--- src/rtl/pcw_mouse_if.sv ---
// pcw_mouse_if: decodes toggle-strobed PS/2 mouse packets into PCW Kempston counters or AMX quadrature lines.
// Latency: an accepted packet updates counters/pending motion and pulses pkt_seen one cycle later; AMX moves one phase step per STEP_DIV cycles.
// Backpressure: none; packets must be at least 2 cycles apart and nothing is queued.
// Ports: clk_sys/reset_n; ps2_mouse packet bus ({strobe, Y, X, flags}); mouse_type mode select;
//        io_sel/io_dout register read port; amx_x/amx_y/amx_btn_n AMX lines; pkt_seen accept pulse.
module pcw_mouse_if #(
    parameter int STEP_DIV = 6400,
    parameter int PEND_W   = 10     // must be at least 9 to hold one full packet delta
) (
    input  logic        clk_sys,
    input  logic        reset_n,
    input  logic [24:0] ps2_mouse,
    input  logic [1:0]  mouse_type,
    input  logic [1:0]  io_sel,
    output logic [7:0]  io_dout,
    output logic [1:0]  amx_x,
    output logic [1:0]  amx_y,
    output logic [2:0]  amx_btn_n,
    output logic        pkt_seen
);

    localparam int TW = $clog2(STEP_DIV);
    localparam logic [TW-1:0] T_LAST = TW'(STEP_DIV - 1);
    // Two guard bits so pend + delta - 1 never overflows before clamping.
    localparam int SW = PEND_W + 2;
    localparam logic signed [SW-1:0] P_MAX = SW'((1 << (PEND_W - 1)) - 1);
    localparam logic signed [SW-1:0] P_MIN = ~P_MAX;

    typedef enum logic [1:0] {
        MT_NONE = 2'd0,
        MT_AMX  = 2'd1,
        MT_KEMP = 2'd2,
        MT_KEY  = 2'd3
    } mtype_t;

    logic                     strb_q;
    logic                     arm;
    mtype_t                   type_q;
    logic [7:0]               x_cnt;
    logic [7:0]               y_cnt;
    logic [2:0]               btn_n;
    logic signed [PEND_W-1:0] pend_x;
    logic signed [PEND_W-1:0] pend_y;
    logic [1:0]               ph_x;
    logic [1:0]               ph_y;
    logic [TW-1:0]            tmr;

    logic [7:0]      flags;
    logic            mode_chg;
    logic            accept;
    logic            tick;
    logic signed [8:0] dx;
    logic signed [8:0] dy;

    always_comb begin
        flags    = ps2_mouse[7:0];
        mode_chg = (mtype_t'(mouse_type) != type_q);
        // A packet colliding with a mode switch is dropped along with the old state.
        accept   = arm && (ps2_mouse[24] != strb_q) && !mode_chg;
        tick     = (type_q == MT_AMX) && !mode_chg && (tmr == T_LAST);
        dx       = flags[6] ? '0 : {flags[4], ps2_mouse[15:8]};
        dy       = flags[7] ? '0 : {flags[5], ps2_mouse[23:16]};
    end

    // Saturating update; the tick's move toward zero uses the sign before the add.
    function automatic logic signed [PEND_W-1:0] pend_upd(
        input logic signed [PEND_W-1:0] p,
        input logic signed [8:0]        d,
        input logic                     acc,
        input logic                     tk
    );
        logic signed [SW-1:0] s;
        s = {{2{p[PEND_W-1]}}, p};
        if (acc)
            s = s + {{(SW-9){d[8]}}, d};
        if (tk && (p != '0))
            s = p[PEND_W-1] ? s + SW'(1) : s - SW'(1);
        if (s > P_MAX)
            s = P_MAX;
        else if (s < P_MIN)
            s = P_MIN;
        return s[PEND_W-1:0];
    endfunction

    // Gray walk 00->01->11->10 for positive motion, reverse for negative.
    function automatic logic [1:0] ph_next(
        input logic [1:0]               p,
        input logic signed [PEND_W-1:0] pend
    );
        if (pend == '0)
            return p;
        else if (pend[PEND_W-1])
            return {~p[0], p[1]};
        else
            return {p[0], ~p[1]};
    endfunction

    always_ff @(posedge clk_sys or negedge reset_n) begin
        if (!reset_n) begin
            strb_q   <= 1'b0;
            arm      <= 1'b0;
            type_q   <= MT_NONE;
            x_cnt    <= '0;
            y_cnt    <= '0;
            btn_n    <= 3'b111;
            pend_x   <= '0;
            pend_y   <= '0;
            ph_x     <= 2'b00;
            ph_y     <= 2'b00;
            tmr      <= '0;
            pkt_seen <= 1'b0;
        end else begin
            // First cycle after reset only samples the strobe level (arm is still 0).
            strb_q   <= ps2_mouse[24];
            arm      <= 1'b1;
            type_q   <= mtype_t'(mouse_type);
            pkt_seen <= accept;
            if (accept)
                btn_n <= ~flags[2:0];

            if (mode_chg || (type_q == MT_NONE) || (type_q == MT_KEY)) begin
                x_cnt  <= '0;
                y_cnt  <= '0;
                pend_x <= '0;
                pend_y <= '0;
                ph_x   <= 2'b00;
                ph_y   <= 2'b00;
                tmr    <= '0;
            end else if (type_q == MT_KEMP) begin
                if (accept) begin
                    x_cnt <= x_cnt + dx[7:0];
                    y_cnt <= y_cnt + dy[7:0];
                end
            end else begin
                tmr    <= tick ? '0 : tmr + 1'b1;
                pend_x <= pend_upd(pend_x, dx, accept, tick);
                pend_y <= pend_upd(pend_y, dy, accept, tick);
                if (tick) begin
                    ph_x <= ph_next(ph_x, pend_x);
                    ph_y <= ph_next(ph_y, pend_y);
                end
            end
        end
    end

    always_comb begin
        io_dout = 8'hFF;
        if (type_q == MT_KEMP) begin
            case (io_sel)
                2'd0:    io_dout = x_cnt;
                2'd1:    io_dout = y_cnt;
                2'd2:    io_dout = {5'b11111, btn_n};
                default: io_dout = 8'hFF;
            endcase
        end
    end

    assign amx_x     = ph_x;
    assign amx_y     = ph_y;
    assign amx_btn_n = (type_q == MT_AMX) ? btn_n : 3'b111;

endmodule

--- config.mk ---
export PLATFORM = sky130hd
export DESIGN_NAME = pcw_mouse_if
export DESIGN_NICKNAME = d
export VERILOG_FILES = /design/src/rtl/pcw_mouse_if.sv
export SDC_FILE = /design/constraint.sdc
export NUM_CORES = 1
export LEC_CHECK = 0
export BUFFER_PORTS_ARGS = -buffer_cell sky130_fd_sc_hd__buf_2
export CORE_MARGIN = 3
export CORE_UTILIZATION = 30
export CTS_CLUSTER_DIAMETER = 200
export DETAILED_ROUTE_END_ITERATION = 8
export GPL_TIMING_DRIVEN = 0
export PLACE_DENSITY = 0.57
export SYNTH_ARGS = -nofsm -noshare
export SYNTH_HDL_FRONTEND = slang
export SYNTH_SLANG_ARGS = --single-unit
--- constraint.sdc ---
create_clock -name clk_sys -period 5.25 [get_ports clk_sys]
set_input_delay 1.3125 -clock clk_sys [delete_from_list [all_inputs] [get_ports clk_sys]]
set_output_delay 1.3125 -clock clk_sys [all_outputs]
set_load 0.05 [all_outputs]
Word-level counts from Yosys, hierarchy flattened
Cells that the tools add are included.
{ "totals": {"inputBits": 31, "reg_bits": 61, "word_cells": 108, "out_inout_bits": 16} }
{ "op_classes": {"magnitude_cmp": 4, "muxes": 46, "addsub": 9, "n_reduce_logical": 21, "bitwise": 5, "eq_ne": 11} }
{ "ops": {"columns": ["operator", "count"], "rows": [
  ["$mux W12", 14],
  ["$mux W10", 8],
  ["$mux W8", 7],
  ["$mux W13", 3],
  ["$add A12 B2 Y12 const B", 2],
  ["$gt A12 B10 Y1 const B", 2],
  ["$lt A12 B10 Y1 const B", 2],
  ["$pmux W8 S3", 1],
  ["$sub A12 B2 Y12 const B", 2],
  ["$add A10 B9 Y11", 2],
  ["$logic_not A10 Y1", 2],
  ["$mux W2", 10],
  ["$reduce_bool A10 Y1", 2],
  ["$mux W9", 2],
  ["$add A8 B8 Y8", 2],
  ["$add A13 B1 Y13 const B", 1],
  ["$eq A13 B13 Y1 const B", 1],
  ["$eq A2 B2 Y1 const B", 3],
  ["$logic_and A1 B1 Y1", 6],
  ["$ne A2 B2 Y1 const B", 3],
  ["$reduce_and A3 Y1", 2],
  ["$reduce_bool A2 Y1", 3],
  ["$eq A2 B1 Y1 const B", 2],
  ["$logic_not A2 Y1", 2],
  ["other kinds (8)", 12]
]} }

Longest topological paths before layout
{ "depth": {"ltp_word": 16, "depth_mapped": 24, "depth_no_buf": 20} }

Worst setup path after synthesis
No wires, ideal clock.
{ "synth_path": {"path_kind": "input-to-reg", "from": "in ps2_mouse[7]", "to": "reg pend_y[6]", "slack_ns": -1.011, "t_required_ns": 5.183, "setup_ns": 0.067, "arrival_time_ns": 6.194, "cell_stages": 21, "n_path_buf": 3, "path_cell_list": "clkbuf_1 -> clkbuf_1 -> clkbuf_1 -> nor2b_1 -> ha_1 -> ha_1 -> a211oi_1 -> o31ai_1 -> a2bb2oi_1 -> maj3_1 -> a22oi_1 -> mux2i_1 -> xnor2_1 -> ha_1 -> or2_2 -> o32a_1 -> and3_1 -> o21a_1 -> or4_4 -> a31oi_4 -> a221o_1"} }
{ "synth_via": {"elab_chain_len": 15, "elab_cells_between_ends": 17, "classes_between": "add/sub (3); order compare (2); mux (12)"} }
{ "synth_lines": {"columns": ["element", "line", "source"], "rows": [
  ["start: declaration", "12", "input logic [24:0] ps2_mouse,"],
  ["$mux W9 *", "62", "dy = flags[7] ? '0 : {flags[5], ps2_mouse[23:16]};"],
  ["$add A10 B9 Y11 *", "75", "s = s + {{(SW-9){d[8]}}, d};"],
  ["$mux W12 *", "74", "if (acc)"],
  ["$mux W12 *", "129", "end else if (type_q == MT_KEMP) begin"],
  ["$mux W12 *", "121", "if (mode_chg || (type_q == MT_NONE) || (type_q == MT_KEY)) begin"],
  ["$sub A12 B2 Y12 / $add A12 B2 Y12 (equally long branches)", "77", "s = p[PEND_W-1] ? s + SW'(1) : s - SW'(1);"],
  ["$mux W12", "77", null],
  ["$mux W12 *", "76", "if (tk && (p != '0))"],
  ["$mux W12 *", "129", null],
  ["$mux W12 *", "121", null],
  ["$lt A12 B10 Y1", "80", "else if (s < P_MIN)"],
  ["$mux W10", "80", null],
  ["$mux W10 *", "78", "if (s > P_MAX)"],
  ["$mux W10 *", "129", null],
  ["$mux W10 *", "121", null],
  ["end signal: assignment", "137", "pend_y <= pend_upd(pend_y, dy, accept, tick);"],
  ["end: declaration", "43", "logic signed [PEND_W-1:0] pend_y;"]
]} }
Mark *: on every way between the ends. The rest lies on a longest branch, timed or not. The select of a mux whose other input is x is not followed.
A chain may end at the register's enable or synchronous reset.

Worst setup path after layout
{ "layout_path": {"from": "in ps2_mouse[7]", "to": "reg pend_y[7]"} }
The elaborated chain is that of the path after synthesis.

==> impl_results.md <==
- Clock Tree Root: clkbuf_16
- Slew Limit Headroom: 42.7%
- Mapped cell area: 6300 µm²
- Row Count: 52
- Setup violators final: 9
- Max incr delay on CP: 0.59 ns
- Placer Congestion: 0.844
- Pwr dens: 182 nW/µm²
- Layout cell share with drive strength beyond 1: 20.3%
- Critical Path RT: 5.52 ns
- Lkg Pwr: 0.00339 µW
- Register area share after synthesis: 24.3%
- Total Wirelength: 20,000 µm
- Total grt overflow: 0
- CP arrival: 5.64 ns
- Clk slew on worst S/H paths: 0.06 ns
- Grt met3 use: 3.32%
- Initial core utilization: 30.9%
- Status: finished, violations left
- CP Buf/Inv Count: 2
- Die W: 151 µm
- Final HPWL DP: 14,200 µm
- Drt wl/cell: 17.0 µm
- H-tree Lvls: 3
- Number of antenna diodes: 0
- Area leader, netlist: dfrtp_1
- Port bufs: 37
- Maxcap violations: 0
- Slowest-stage cell, CP: or4_4
- Largest net degree at the start of global routing: 62
- Routing usage on met2: 27.3%
- GRT Total Usage: 17.1%
- Yosys warns: 0
- Actual slew at the worst max-slew pin: 0.860 ns
- DP Area: 6990 µm²
- CTS Hold Bufs: 0
- Post-route antenna net violation count: 0
- CP max FO: 5
- Initial antenna violation count: 2
- Post-Synthesis Net Count: 889
- Core ar.: 20,400 µm²
- CTS Buf Count: 9
- Post-Syn Instances: 821
- Critical Path End Type: flop
- Final Cycle Share: 102%
- Busiest layer in global routing: met2
- HP Class: flop to flop
- Post-synth ARST share: 100%
- Clock skew: 0.00548 ns
- Final #Nets: 974
- Failing checks: negative setup slack
- Slew Viols, Final: 0
- Fin. Hold Viols: 0
- Met1 Track Usage GR: 23.8%
- Worst IR Drop VDD: 0.152 mV
- Crit path cell chain: buf_12, clkbuf_16, nor2b_4, xor2_2, ha_4, a211oi_4, o31ai_2, a2bb2oi_2, maj3_2, a22oi_2, mux2i_1, xnor2_1, ha_2, or2_4, o32a_1, and3_1, o21a_1, or4_4, a31oi_4, a221o_1
- Vias: 6,500
- RSZ-0062 raised after global routing: true
- Fin area: 8030 µm²
- Startpoint Class: input pin
- Number of flops mapped to enable cells by yosys: 0
- Chip height: 151 µm
- Fillers: 2,077
- DIE AREA: 22,800 µm²
- Pre-Repair DR Iteration Count: 5
- Clk_lat worst skew: 0.34 ns
- Flop and latch count out of synthesis: 61
- Crit path setup slack, layout: -0.115 ns
- Worst hold slack: 0.484 ns
- Crit Path Class: input pin to flop
- Avg Cell Area, Syn: 7.68 µm²
- Synth unique cells: 76
- Final Critical Period: 5.37 ns
- Most area-consuming cells after synthesis: dfrtp_1, ha_1, nand2_1, o21ai_0, xnor2_1
- Drt initial violations: 473
- Clk buf depth: 2
- Residual DRC: 0
- Synthesis-to-layout area growth: 27.4%
- Post-synth top area share: 23.0%
- Vias per inst: 5.50
- CTS tree: built
- Clock Sinks: 61
- Fmax achieved: 0.186 GHz
- Top Ports: 47
- Most used DFF post-synth: dfrtp_1
- Vias in the first global route: 6,021
- First-pass GRT wire length: 31,400 µm
- Kind of cell adding the most delay to the critical path: compound AO/OA/AOI/OAI gates
-- state kept, by name, indices dropped and copies added (netlist names) --
| register | count |
|---|---|
| amx_x | 2 |
| amx_y | 2 |
| arm | 1 |
| btn_n | 3 |
| pend_x | 10 |
| pend_y | 10 |
| pkt_seen | 1 |
| strb_q | 1 |
| tmr | 13 |
| type_q | 2 |
| x_cnt | 8 |
| y_cnt | 8 |
-- worst register-to-register path: stages, from the launching register on --
cell and delay [ns]:
dfrtp_1 0.32, clkbuf_1 0.42, xor2_2 0.16, ha_4 0.21, a211oi_4 0.20, o31ai_2 0.11, a2bb2oi_2 0.15, maj3_2 0.30
a22oi_2 0.16, mux2i_1 0.25, xnor2_1 0.14, ha_2 0.23, or2_4 0.22, o32a_1 0.39, and3_1 0.20, o21a_1 0.20
or4_4 0.59, a31oi_4 0.30, a221o_1 0.20
-- where the power goes --
group / internal [µW] / switching (µW)
clock network: 416 / 237
registers: 492 / 16.6
logic: 120 / 181
total: 1030 / 434
-- cells in the mapped netlist (14+ instances only) --
library cell and n:
dfrtp_1 58, nand3_1 24, nor2_1 70, a21o_1 14
ha_1 35, nor3_1 14, nor2b_1 27, xor2_1 24
nand2_1 102, xnor2_1 39, o211ai_1 21, inv_1 25
clkbuf_1 41, a21oi_1 45, o21ai_0 69
-- stage by stage --
stage	util, %	worst slack [ns]	TNS [ns]	instances	power, µW
4_1_cts	37.3	-0.104	-1.50	1165	1450
3_3_place_gp	34.2	-1.07	-18.73	1128	777
2_1_floorplan	-	-0.267	-2.40	821	698
3_5_place_dp	34.2	-1.08	-18.95	1128	779
6_report	39.3	-0.115	-0.888	1181	1460
5_1_grt	39.3	-0.254	-2.22	1181	1530
-- timing repair --
item	CTS	global route
pin swaps	26	46
resized for setup	30	59
setup endpoints to repair	19	19
cloned	1	2
setup buffers	23	16
-- final cells by class --
type | instances | area, µm² | share of cell area [%]
buffer | 45 | 226 | 2.82
clock buffer | 10 | 229 | 2.85
clock inverter | 6 | 87.6 | 1.09
inverter | 26 | 101 | 1.26
multi-input combinational | 686 | 4970 | 61.8
sequential | 61 | 1530 | 19.1
tap | 270 | 338 | 4.21
timing repair buffer | 77 | 552 | 6.87
-- path summary, 6_finish.rpt --
kind | from | end | slack (ns) | cells past startpoint
hold / removal | btn_n[1] | btn_n[1] | 0.48 | 2
max in group asynchronous | reset_n | y_cnt[2] | 3.60 | 1
min in group asynchronous | reset_n | pend_y[0] | 1.04 | 1
setup / recovery | ps2_mouse[7] | pend_y[7] | -0.12 | 20
setup reg to reg | pend_y[1] | pend_y[7] | 0.43 | 18
hold reg to reg | btn_n[1] | btn_n[1] | 0.48 | 2
-- cell usage in the layout, fill, tap and decap left out, types with 5 or more instances in the layout --
cell	Yosys	layout
clkbuf_16	0	12
or3_1	6	6
inv_1	25	23
o2111ai_1	5	5
buf_2	0	35
and3_1	7	7
ha_1	35	25
o21a_1	8	8
nor2_1	70	70
o21ai_1	2	9
nor3_1	14	10
a31oi_1	11	9
xnor2_1	39	35
dfrtp_1	58	58
nand2b_1	10	10
o21ai_0	69	62
nand2_1	102	100
o221ai_1	7	6
buf_4	0	41
o211ai_1	21	21
a21oi_1	45	42
nand3_1	24	21
clkbuf_1	41	34
and2_1	6	6
mux2i_1	6	6
a221o_1	9	9
mux2_2	9	9
nor4_1	8	8
xor2_1	24	22
o31ai_1	11	7
nand4_1	6	6
a22o_1	5	5
ha_4	0	7
a311oi_1	8	8
a21o_1	14	14
nor2b_1	27	23
-- cells by family (layout without fill, tap and decap cells) --
| family | Yosys count | in the layout | share of synthesized area [%] |
|---|---|---|---|
| AOI/OAI and AO/OA | 260 | 262 | 28.2 |
| xor gates and xnor gates | 63 | 63 | 8.75 |
| adders and majority gates | 39 | 39 | 7.90 |
| buffers and inverters | 76 | 164 | 4.55 |
| DFF | 61 | 61 | 24.3 |
| muxes | 15 | 15 | 2.56 |
| other | 1 | 1 | 0.0595 |
| and+or+nand+nor | 306 | 306 | 23.7 |
-- metal layers --
| layer | wire length (µm) | vias up |
|---|---|---|
| met5 | 29 | - |
| met4 | 263 | 4 |
| met3 | 1160 | 24 |
| met2 | 9170 | 166 |
| met1 | 9410 | 3112 |
| li1 | - | 3194 |
(Power assumes the default switching activity.)
